File: config.mk
export PLATFORM = sky130hd
export DESIGN_NAME = exe_stage_pipe
export DESIGN_NICKNAME = d
export VERILOG_FILES = /design/src/rtl/exe_pkg.sv /design/src/rtl/exe_alu_comb.sv /design/src/rtl/exe_stage_pipe.sv
export SDC_FILE = /design/constraint.sdc
export NUM_CORES = 1
export LEC_CHECK = 0
export CAP_MARGIN = 20
export CORE_UTILIZATION = 30
export DETAILED_ROUTE_END_ITERATION = 8
export HOLD_SLACK_MARGIN = 0.08
export REMOVE_ABC_BUFFERS = 1
export SETUP_SLACK_MARGIN = 0.2
export SLEW_MARGIN = 15
export SYNTH_ARGS = -nofsm -noshare
export SYNTH_HDL_FRONTEND = slang
export SYNTH_SLANG_ARGS = --single-unit
File: constraint.sdc
create_clock -name clk -period 3.5 [get_ports clk]
set_input_delay 0.35 -clock clk [delete_from_list [all_inputs] [get_ports clk]]
set_output_delay 0.35 -clock clk [all_outputs]
set_load 0.01 [all_outputs]
File: src/rtl/exe_pkg.sv
// exe_pkg: shared constants for the pipelined execute stage.
// Op codes, multiply FSM states and a width helper.
package exe_pkg;

  localparam logic [2:0] OP_AND = 3'b000;
  localparam logic [2:0] OP_ADD = 3'b001;
  localparam logic [2:0] OP_SUB = 3'b010;
  localparam logic [2:0] OP_SLL = 3'b011;
  localparam logic [2:0] OP_SRL = 3'b100;
  localparam logic [2:0] OP_SRA = 3'b101;
  localparam logic [2:0] OP_OR  = 3'b110;
  localparam logic [2:0] OP_MUL = 3'b111;

  typedef enum logic {
    ST_IDLE = 1'b0,
    ST_MUL  = 1'b1
  } state_t;

  function automatic int clog2(input int v);
    int r;
    r = 0;
    for (int i = 0; i < 31; i++)
      if ((1 << i) < v) r = i + 1;
    return r;
  endfunction

endpackage

File: src/rtl/exe_alu_comb.sv
// exe_alu_comb: single-cycle ALU results and flags.
// Also holds the combinational multiplier.
module exe_alu_comb
  import exe_pkg::*;
#(
  parameter int WIDTH = 16
) (
  input  logic [WIDTH-1:0] a,
  input  logic [WIDTH-1:0] b,
  input  logic [2:0]       op,
  output logic [WIDTH-1:0] res,
  output logic             flag_z,
  output logic             flag_n,
  output logic             flag_c
);

  localparam int SW = clog2(WIDTH);

  logic [SW-1:0] sh;
  logic [WIDTH:0] sum;

  assign sh = b[SW-1:0];

  // Select the result for the current op code
  always_comb begin
    res    = '0;
    flag_c = 1'b0;
    sum    = '0;
    unique case (op)
      OP_AND: res = a & b;
      OP_ADD: begin
        sum    = {1'b0, a} + {1'b0, b};
        res    = sum[WIDTH-1:0];
        flag_c = sum[WIDTH];
      end
      OP_SUB: begin
        sum    = {1'b0, a} - {1'b0, b};
        res    = sum[WIDTH-1:0];
        flag_c = sum[WIDTH];
      end
      OP_SLL: res = a << sh;
      OP_SRL: res = a >> sh;
      OP_SRA: res = $signed(a) >>> sh;
      OP_OR:  res = a | b;
      OP_MUL: res = a * b;
      default: res = '0;
    endcase
  end

  assign flag_z = (res == '0);
  assign flag_n = res[WIDTH-1];

endmodule

File: src/rtl/exe_stage_pipe.sv
// exe_stage_pipe: registered execute stage with
// valid/ready output and optional iterative multiply.
module exe_stage_pipe
  import exe_pkg::*;
#(
  parameter int WIDTH    = 16,
  parameter bit MUL_ITER = 1'b1
) (
  input  logic             clk,
  input  logic             rst_n,
  input  logic             flush,
  input  logic             in_valid,
  output logic             in_ready,
  input  logic [2:0]       alu_op,
  input  logic             alu_src1,
  input  logic             alu_src2,
  input  logic [WIDTH-1:0] bus1,
  input  logic [WIDTH-1:0] bus2,
  input  logic [WIDTH-1:0] imm,
  output logic             out_valid,
  input  logic             out_ready,
  output logic [WIDTH-1:0] alu_out,
  output logic             flag_z,
  output logic             flag_n,
  output logic             flag_c,
  output logic             busy
);

  localparam int CW = clog2(WIDTH) + 1;
  localparam logic [CW-1:0] CNT_INIT = CW'(WIDTH);

  state_t state;

  logic [WIDTH-1:0] op_a;
  logic [WIDTH-1:0] op_b;
  logic [WIDTH-1:0] acc;
  logic [WIDTH-1:0] acc_nxt;
  logic [WIDTH-1:0] mcand;
  logic [WIDTH-1:0] mplier;
  logic [WIDTH-1:0] c_res;
  logic [CW-1:0]    count;
  logic             c_z;
  logic             c_n;
  logic             c_c;
  logic             accept;
  logic             start_mul;

  assign op_a = alu_src1 ? WIDTH'(1) : bus1;
  assign op_b = alu_src2 ? imm : bus2;

  assign in_ready = (state == ST_IDLE)
                  && (!out_valid || out_ready)
                  && !flush;
  assign accept    = in_valid && in_ready;
  assign start_mul = MUL_ITER && (alu_op == OP_MUL);
  assign acc_nxt   = mplier[0] ? acc + mcand : acc;

  exe_alu_comb #(.WIDTH(WIDTH)) u_alu (
    .a      (op_a),
    .b      (op_b),
    .op     (alu_op),
    .res    (c_res),
    .flag_z (c_z),
    .flag_n (c_n),
    .flag_c (c_c)
  );

  // Handshake, shift-add multiply FSM and output register
  always_ff @(posedge clk or negedge rst_n) begin
    if (!rst_n) begin
      state     <= ST_IDLE;
      out_valid <= 1'b0;
      alu_out   <= '0;
      flag_z    <= 1'b0;
      flag_n    <= 1'b0;
      flag_c    <= 1'b0;
      busy      <= 1'b0;
      acc       <= '0;
      mcand     <= '0;
      mplier    <= '0;
      count     <= '0;
    end else if (flush) begin
      state     <= ST_IDLE;
      out_valid <= 1'b0;
      busy      <= 1'b0;
    end else begin
      unique case (state)
        ST_MUL: begin
          acc    <= acc_nxt;
          mcand  <= mcand << 1;
          mplier <= mplier >> 1;
          count  <= count - CW'(1);
          if (count == CW'(1)) begin
            alu_out   <= acc_nxt;
            flag_z    <= (acc_nxt == '0);
            flag_n    <= acc_nxt[WIDTH-1];
            flag_c    <= 1'b0;
            out_valid <= 1'b1;
            busy      <= 1'b0;
            state     <= ST_IDLE;
          end
        end
        ST_IDLE: begin
          if (accept && start_mul) begin
            mcand     <= op_a;
            mplier    <= op_b;
            acc       <= '0;
            count     <= CNT_INIT;
            busy      <= 1'b1;
            out_valid <= 1'b0;
            state     <= ST_MUL;
          end else if (accept) begin
            alu_out   <= c_res;
            flag_z    <= c_z;
            flag_n    <= c_n;
            flag_c    <= c_c;
            out_valid <= 1'b1;
          end else if (out_ready) begin
            out_valid <= 1'b0;
          end
        end
      endcase
    end
  end

endmodule

# Word-level counts from Yosys, hierarchy flattened
# Cells that the tools add are included.
dict set report word_totals {
  reg_bits 75
  input_bits 58
}
dict set report op_classes {
  eq_ne 15
  n_mux 42
  n_mul 1
  reduce_logical 14
  bitwise_logic 4
  addsub 4
  shifts 3
}
# cell n
set op_table {}
lappend op_table {{two-way mux 16 bit} 9}
lappend op_table {{one-hot mux 16 bit (2 select lines)} 4}
lappend op_table {{one-hot mux 16 bit (8 select lines)} 1}
lappend op_table {{zero test 16 bit} 2}
lappend op_table {{two-way mux 1 bit} 19}
lappend op_table {{adder 16 x 16 -> 17 bit} 1}
lappend op_table {{subtractor 16 x 16 -> 17 bit} 1}
lappend op_table {{adder 16 bit} 1}
lappend op_table {{AND 16 bit} 1}
lappend op_table {{multiplier 16 x 16 -> 16 bit} 1}
lappend op_table {{bitwise OR 16 bit} 1}
lappend op_table {{left shift 16 x 4 -> 16 bit} 1}
lappend op_table {{>> shifter 16 x 4 -> 16 bit} 1}
lappend op_table {{>>> shifter 16 x 4 -> 16 bit} 1}
lappend op_table {{one-hot mux 1 bit (2 select lines)} 7}
lappend op_table {{equality test 3 bit, second input constant} 4}
lappend op_table {{one-hot mux 5 bit (2 select lines)} 1}
lappend op_table {{equality test 3 x 2 -> 1 bit, second input constant} 2}
lappend op_table {{!= test 3 x 2 -> 1 bit, second input constant} 2}
lappend op_table {{AND reduction 2 bit} 3}
lappend op_table {{equality test 5 x 1 -> 1 bit, second input constant} 1}
lappend op_table {{two-way mux 5 bit} 1}
lappend op_table {{!= test 5 x 4 -> 1 bit, second input constant} 1}
lappend op_table {{subtractor 5 x 1 -> 5 bit, second input constant} 1}
lappend op_table {{9 further kinds} 16}

# Longest topological paths before layout
dict set report depth {
  depth_word 9
  mapped_depth 28
  mapped_depth_nobuf 25
}

# Modules after synthesis
# A second synthesis with hierarchy kept.
dict set report unflattened {
  cells_unflattened 1508
  area_unflattened_um2 12324.3
}
# module area_per_inst_um2 n_inst cells_per_inst
set modules_own_cells {}
lappend modules_own_cells {exe_alu_comb 7644.8 1 1008}
lappend modules_own_cells {exe_stage_pipe 4679.5 1 500}

# Worst setup path after synthesis
# OpenSTA, ideal clock, no wires.
dict set report synth_path {
  kind {in2reg}
  from {in alu_src2}
  to {reg flag_z}
  path_buffers 4
  t_arrival_ns 6.766
  setup_slack_ns -3.390
  setup_time_ns 0.124
  stages 27
  required_time_ns 3.376
  path_cell_list {buf_6 > mux2i_1 > clkbuf_1 > buf_2 > buf_1 > nor2_1 > fa_1 > inv_1 > fa_1 > fa_1 > fa_1 > inv_1 > fa_1 > inv_1 > fa_1 > inv_1 > ha_1 > nand2_1 > a21oi_1 > nand2_1 > o21ai_0 > a31oi_1 > xnor3_1 > nand2_1 > a41oi_1 > nor4_1 > a211o_1}
}
dict set report synth_via {
  elab_chain_len 7
}
# item line
set synth_rtl {}
lappend synth_rtl {{from (decl)} exe_stage_pipe.sv:16} ;# input logic alu_src2,
lappend synth_rtl {{two-way mux 16 bit *} exe_stage_pipe.sv:49} ;# assign op_b = alu_src2 ? imm : bus2;
lappend synth_rtl {{multiplier 16 x 16 -> 16 bit (tied with other cells)} exe_alu_comb.sv:45} ;# OP_MUL: res = a * b;
lappend synth_rtl {{one-hot mux 16 bit (8 select lines) *} exe_alu_comb.sv:29} ;# unique case (op)
lappend synth_rtl {{zero test 16 bit *} exe_alu_comb.sv:50} ;# assign flag_z = (res == '0);
lappend synth_rtl {{two-way mux 1 bit *} exe_stage_pipe.sv:112} ;# end else if (accept) begin
lappend synth_rtl {{two-way mux 1 bit *} exe_stage_pipe.sv:104} ;# if (accept && start_mul) begin
lappend synth_rtl {{one-hot mux 1 bit (2 select lines) *} exe_stage_pipe.sv:87} ;# unique case (state)
lappend synth_rtl {{to (signal assigned)} exe_stage_pipe.sv:95} ;# flag_z <= (acc_nxt == '0);
lappend synth_rtl {{to (signal assigned)} exe_stage_pipe.sv:114} ;# flag_z <= c_z;
lappend synth_rtl {{to (decl)} exe_stage_pipe.sv:23} ;# output logic flag_z,
# Every way passes the cells marked *; elsewhere a longest branch is shown, timed or not. The select of a mux whose other input is x is not followed.
# A chain may end at the register's enable or synchronous reset.

# Final worst setup path
dict set report layout_path {
  from {in alu_src2}
  to {reg flag_n}
}
dict set report layout_via {
  elab_chain_len 6
}
# item line
set layout_rtl {}
lappend layout_rtl {{two-way mux 16 bit *} exe_stage_pipe.sv:49}
lappend layout_rtl {{multiplier 16 x 16 -> 16 bit (tied with other cells)} exe_alu_comb.sv:45}
lappend layout_rtl {{one-hot mux 16 bit (8 select lines) *} exe_alu_comb.sv:29}
lappend layout_rtl {{two-way mux 1 bit *} exe_stage_pipe.sv:112}
lappend layout_rtl {{two-way mux 1 bit *} exe_stage_pipe.sv:104}
lappend layout_rtl {{one-hot mux 1 bit (2 select lines) *} exe_stage_pipe.sv:87}
lappend layout_rtl {{to (signal assigned)} exe_stage_pipe.sv:96} ;# flag_n <= acc_nxt[WIDTH-1];
lappend layout_rtl {{to (signal assigned)} exe_stage_pipe.sv:115} ;# flag_n <= c_n;
lappend layout_rtl {{to (decl)} exe_stage_pipe.sv:24} ;# output logic flag_n,
# Marks and branches as above.

==> impl_metrics.yaml <==
sta:
  maxClockFrequency_mhz: 169
  finalMaxSlewViolations: 0
  finalHoldViolations: 0
  slew_headroom_pct: 37.6
  worstMarginPinSlew_ps: 936
  final_setup_vio_count: 14
  final.hold.worst_slack_ps: 142
  grt_setup_unrepaired: "yes"
  finalCritPeriodShare_pct: 169
  totalNegativeSetupSlack_ps: -25830
  timing.final.ws_setup_ps: -2400
  min_period_ps: 5900
  finClkSkew_ps: 10.3
die:
  die_y_um: 205
  initial_core_util_pct: 30.7
  die-area_um2: 41800
  floorplan.die.width_um: 205
  num_io_pins: 80
  rows: 73
  placeableCoreArea_um2: 40100
clock_tree:
  worstSkewPairLatency_ps: 340
  cell_at_the_root_of_the_clock_tree: "clkbuf_16"
  cts_buffers: 9
  sinks_on_clock_net: 74
  hold_buffers: 0
  cts_tree: "done"
  clk_pin_slew_ps: 60
  number_of_levels_in_the_clock_h_tree: 3
  max-clock-path-buffers: 2
finish:
  multiInputGateArea_um2: 10500
  layout.cells.non_filler: 2459
  total_of_fill_cells_in_the_finished_design: 3890
  n_antenna_cell: 0
  layout_commonest_cell: "buf_4"
  layout_common_cells: "buf_4 (306), nor2_1 (164), nand2_1 (149)"
  area_growth_syn_to_layout_pct: 46.5
  fin_util_pct: 45.0
  drive_gt1_share_pct: 32.4
  seqCellArea_um2: 1850
  layout.nets: 2186
power_and_ir_drop:
  irDropWorstVdd_uv: 348
  internal-power_mw: 4.57
  comb_power_share_pct: 72.5
  power_switching_share_pct: 43.5
  seq_power_share_pct: 15.1
  power_frac_clock_pct: 12.4
  power.density_nw_per_um2: 448
  switching_power_mw: 3.51
  totalPowerFinal_mw: 8.08
  power_leakage_nw: 8.35
route:
  dr.pass1.iters: 6
  dr.max_layer_used: "met4"
  wl_met1_mm: 21.8
  avgRoutedWirePerCell_um: 21.5
  drt.antenna.violating_nets: 0
  drc: 0
  vias: 13500
  met2_wirelength_mm: 23.8
  routed_wirelength_mm: 52.8
  dr_wl_met3_mm: 4.48
  viasPerCell: 5.48
  drt_iter0_drc: 1125
run_status:
  violations: "setup timing"
  status: "complete, but fails checks"
worst_setup_path:
  cp-startpoint: "alu_src2"
  worst_ep_required_time_ps: 3720
  timing.critical_path.to: "flag_n"
  ff2ff_setup_slack_ps: 160
  critical_path_arrival_ps: 6120
  setup.worst_path.end_class: "flip-flop"
  depth_of_the_worst_register_to_register_path: 12
  critical_path.startpoint_type: "primary input"
  r2r-start: "acc[0]"
  worst-setup-path-type: "primary input to flip-flop"
  critical_path_peak_fanout: 5
  reg_to_reg_critical_path_endpoint: "flag_z"
synthesis:
  yosys-top-cells-area: "dfrtp_1 (15%), fa_1 (13%), ha_1 (12%)"
  synth_top_area_share_pct: 15.0
  synth-seq-cells: 74
  synth_edf_count: 0
  synth_simple_gate_area_share_pct: 18.5
  synth.yosys.warnings: 0
  synth.lib_cells_used.distinct: 79
  ys_async_rst_share_pct: 100
  synth_flop_cell: "dfrtp_1"
  netlist_instances: 1558
  muxShareOfSynthArea_pct: 8.33
  synth_sequential_area_ratio_pct: 15.0
  syn_area_um2: 12300
  synth_xor_xnor_area_share_pct: 4.42
  share_of_the_synthesized_area_in_compound_gates_ao_oa_aoi_oai_pct: 19.8
  synthAdderAreaFrac_pct: 25.3
  yosys.area.top_type: "dfrtp_1"
  dominant_combinational_cell_family_by_area_after_synthesis: "adder cells"
  syn_avg_cell_area_um2: 7.90
hold_path:
  hold_class: "primary input to async pin"
grt:
  grt_util_all_layers_pct: 25.0
  grt_start_max_net_pins: 75
  grt_first_pass_wirelength_mm: 79.3
  first_global_vias: 13500
  number_of_antenna_violations_at_the_first_check_in_global_routing: 0
  grt_overflow: 0
place:
  gp_routability_congestion: 1.06
  port_buffers: 79
  dp_cell_count: 2399
  post-dp-hpwl_mm: 41.7
flow_run:
  timing.max_cap.violations: 0
==> cell families after synthesis <==
kind of cell,Yosys count
AND/OR/NAND/NOR,505
flip-flops,74
XOR/XNOR,59
AO/OA/AOI/OAI,373
multiplexers,81
buffers and inverters,266
adder cells (fa/ha/maj),200
==> worst max-delay path, cell delays in order <==
cell     delay (ps)
buf_12          120
buf_8           120
mux2i_4         180
buf_12          150
inv_8            60
buf_6           130
nand2_1          70
fa_1            480
fa_1            550
inv_1            50
fa_1            540
fa_1            450
fa_1            500
inv_1            50
fa_1            480
inv_2            50
ha_4            220
a21oi_2         160
o21ai_2          90
a31oi_1         210
xnor3_1         450
nand2_2         120
a41oi_2         150
buf_4           180
a21oi_2         110
a21oi_1          70
==> state kept, by name, summed over array words and instances (netlist names) <==
signal / flops
flag_c: 1
flag_z: 1
state: 1
out_valid: 1
mcand: 16
mplier: 16
busy: 1
count: 5
acc: 16
flag_n: 1
alu_out: 15
==> synthesized netlist by cell type (all sizes together), types with 36 or more instances <==
cell type  instances
fa                82
a21oi             93
o21ai             91
mux2i             58
nor2             185
buf               36
inv              170
ha               117
xnor2             45
nand2            159
dfrtp             74
clkbuf            56
==> final cells by class <==
type	count	area share (%)
Clock inverter	6	0.500
Sequential cell	74	10.3
Multi-Input combinational cell	1218	58.2
Clock buffer	10	1.27
Tap cell	525	3.64
Inverter	174	3.75
Timing Repair Buffer	452	22.3
==> metal layers <==
metal  up-vias  track usage (%)
li1       6116                -
met1      6544             33.1
met2       666             40.1
met3       148             3.69
met4         0             10.8
met5         -                0
==> power groups by stage <==
stage	sequential, mW	combinational [mW]	clock, mW
2_1_floorplan	1.22	2.76	0
3_3_place_gp	1.23	4.49	0
3_5_place_dp	1.23	4.58	0
4_1_cts	1.22	5.26	1.02
5_1_grt	1.25	6.29	1.06
6_report	1.22	5.86	1.00
==> worst min path at each step <==
stage | start | endpoint | slack [ps]
2_1_floorplan | rst_n | acc[0] | 50
3_3_place_gp | alu_out[7] | alu_out[7] | 460
3_5_place_dp | alu_out[11] | alu_out[11] | 470
4_1_cts | rst_n | out_valid | 190
5_1_grt | rst_n | out_valid | 230
6_report | rst_n | out_valid | 140
==> stage by stage <==
step                cell area [um2]  setup WS (ps)
detailed placement            15900          -3540
global placement              15900          -3490
global route                  18000          -2560
finish                        18000          -2400
CTS                           17400          -2370
floorplan                     11900          -4070
==> repair_timing <==
item | CTS | global route
setup buffers | 27 | 14
gates cloned | 1 | 2
pin swaps | 80 | 87
setup endpoints to repair | 18 | 18
resized for setup | 264 | 111
Power figures use the tool's default switching activity.
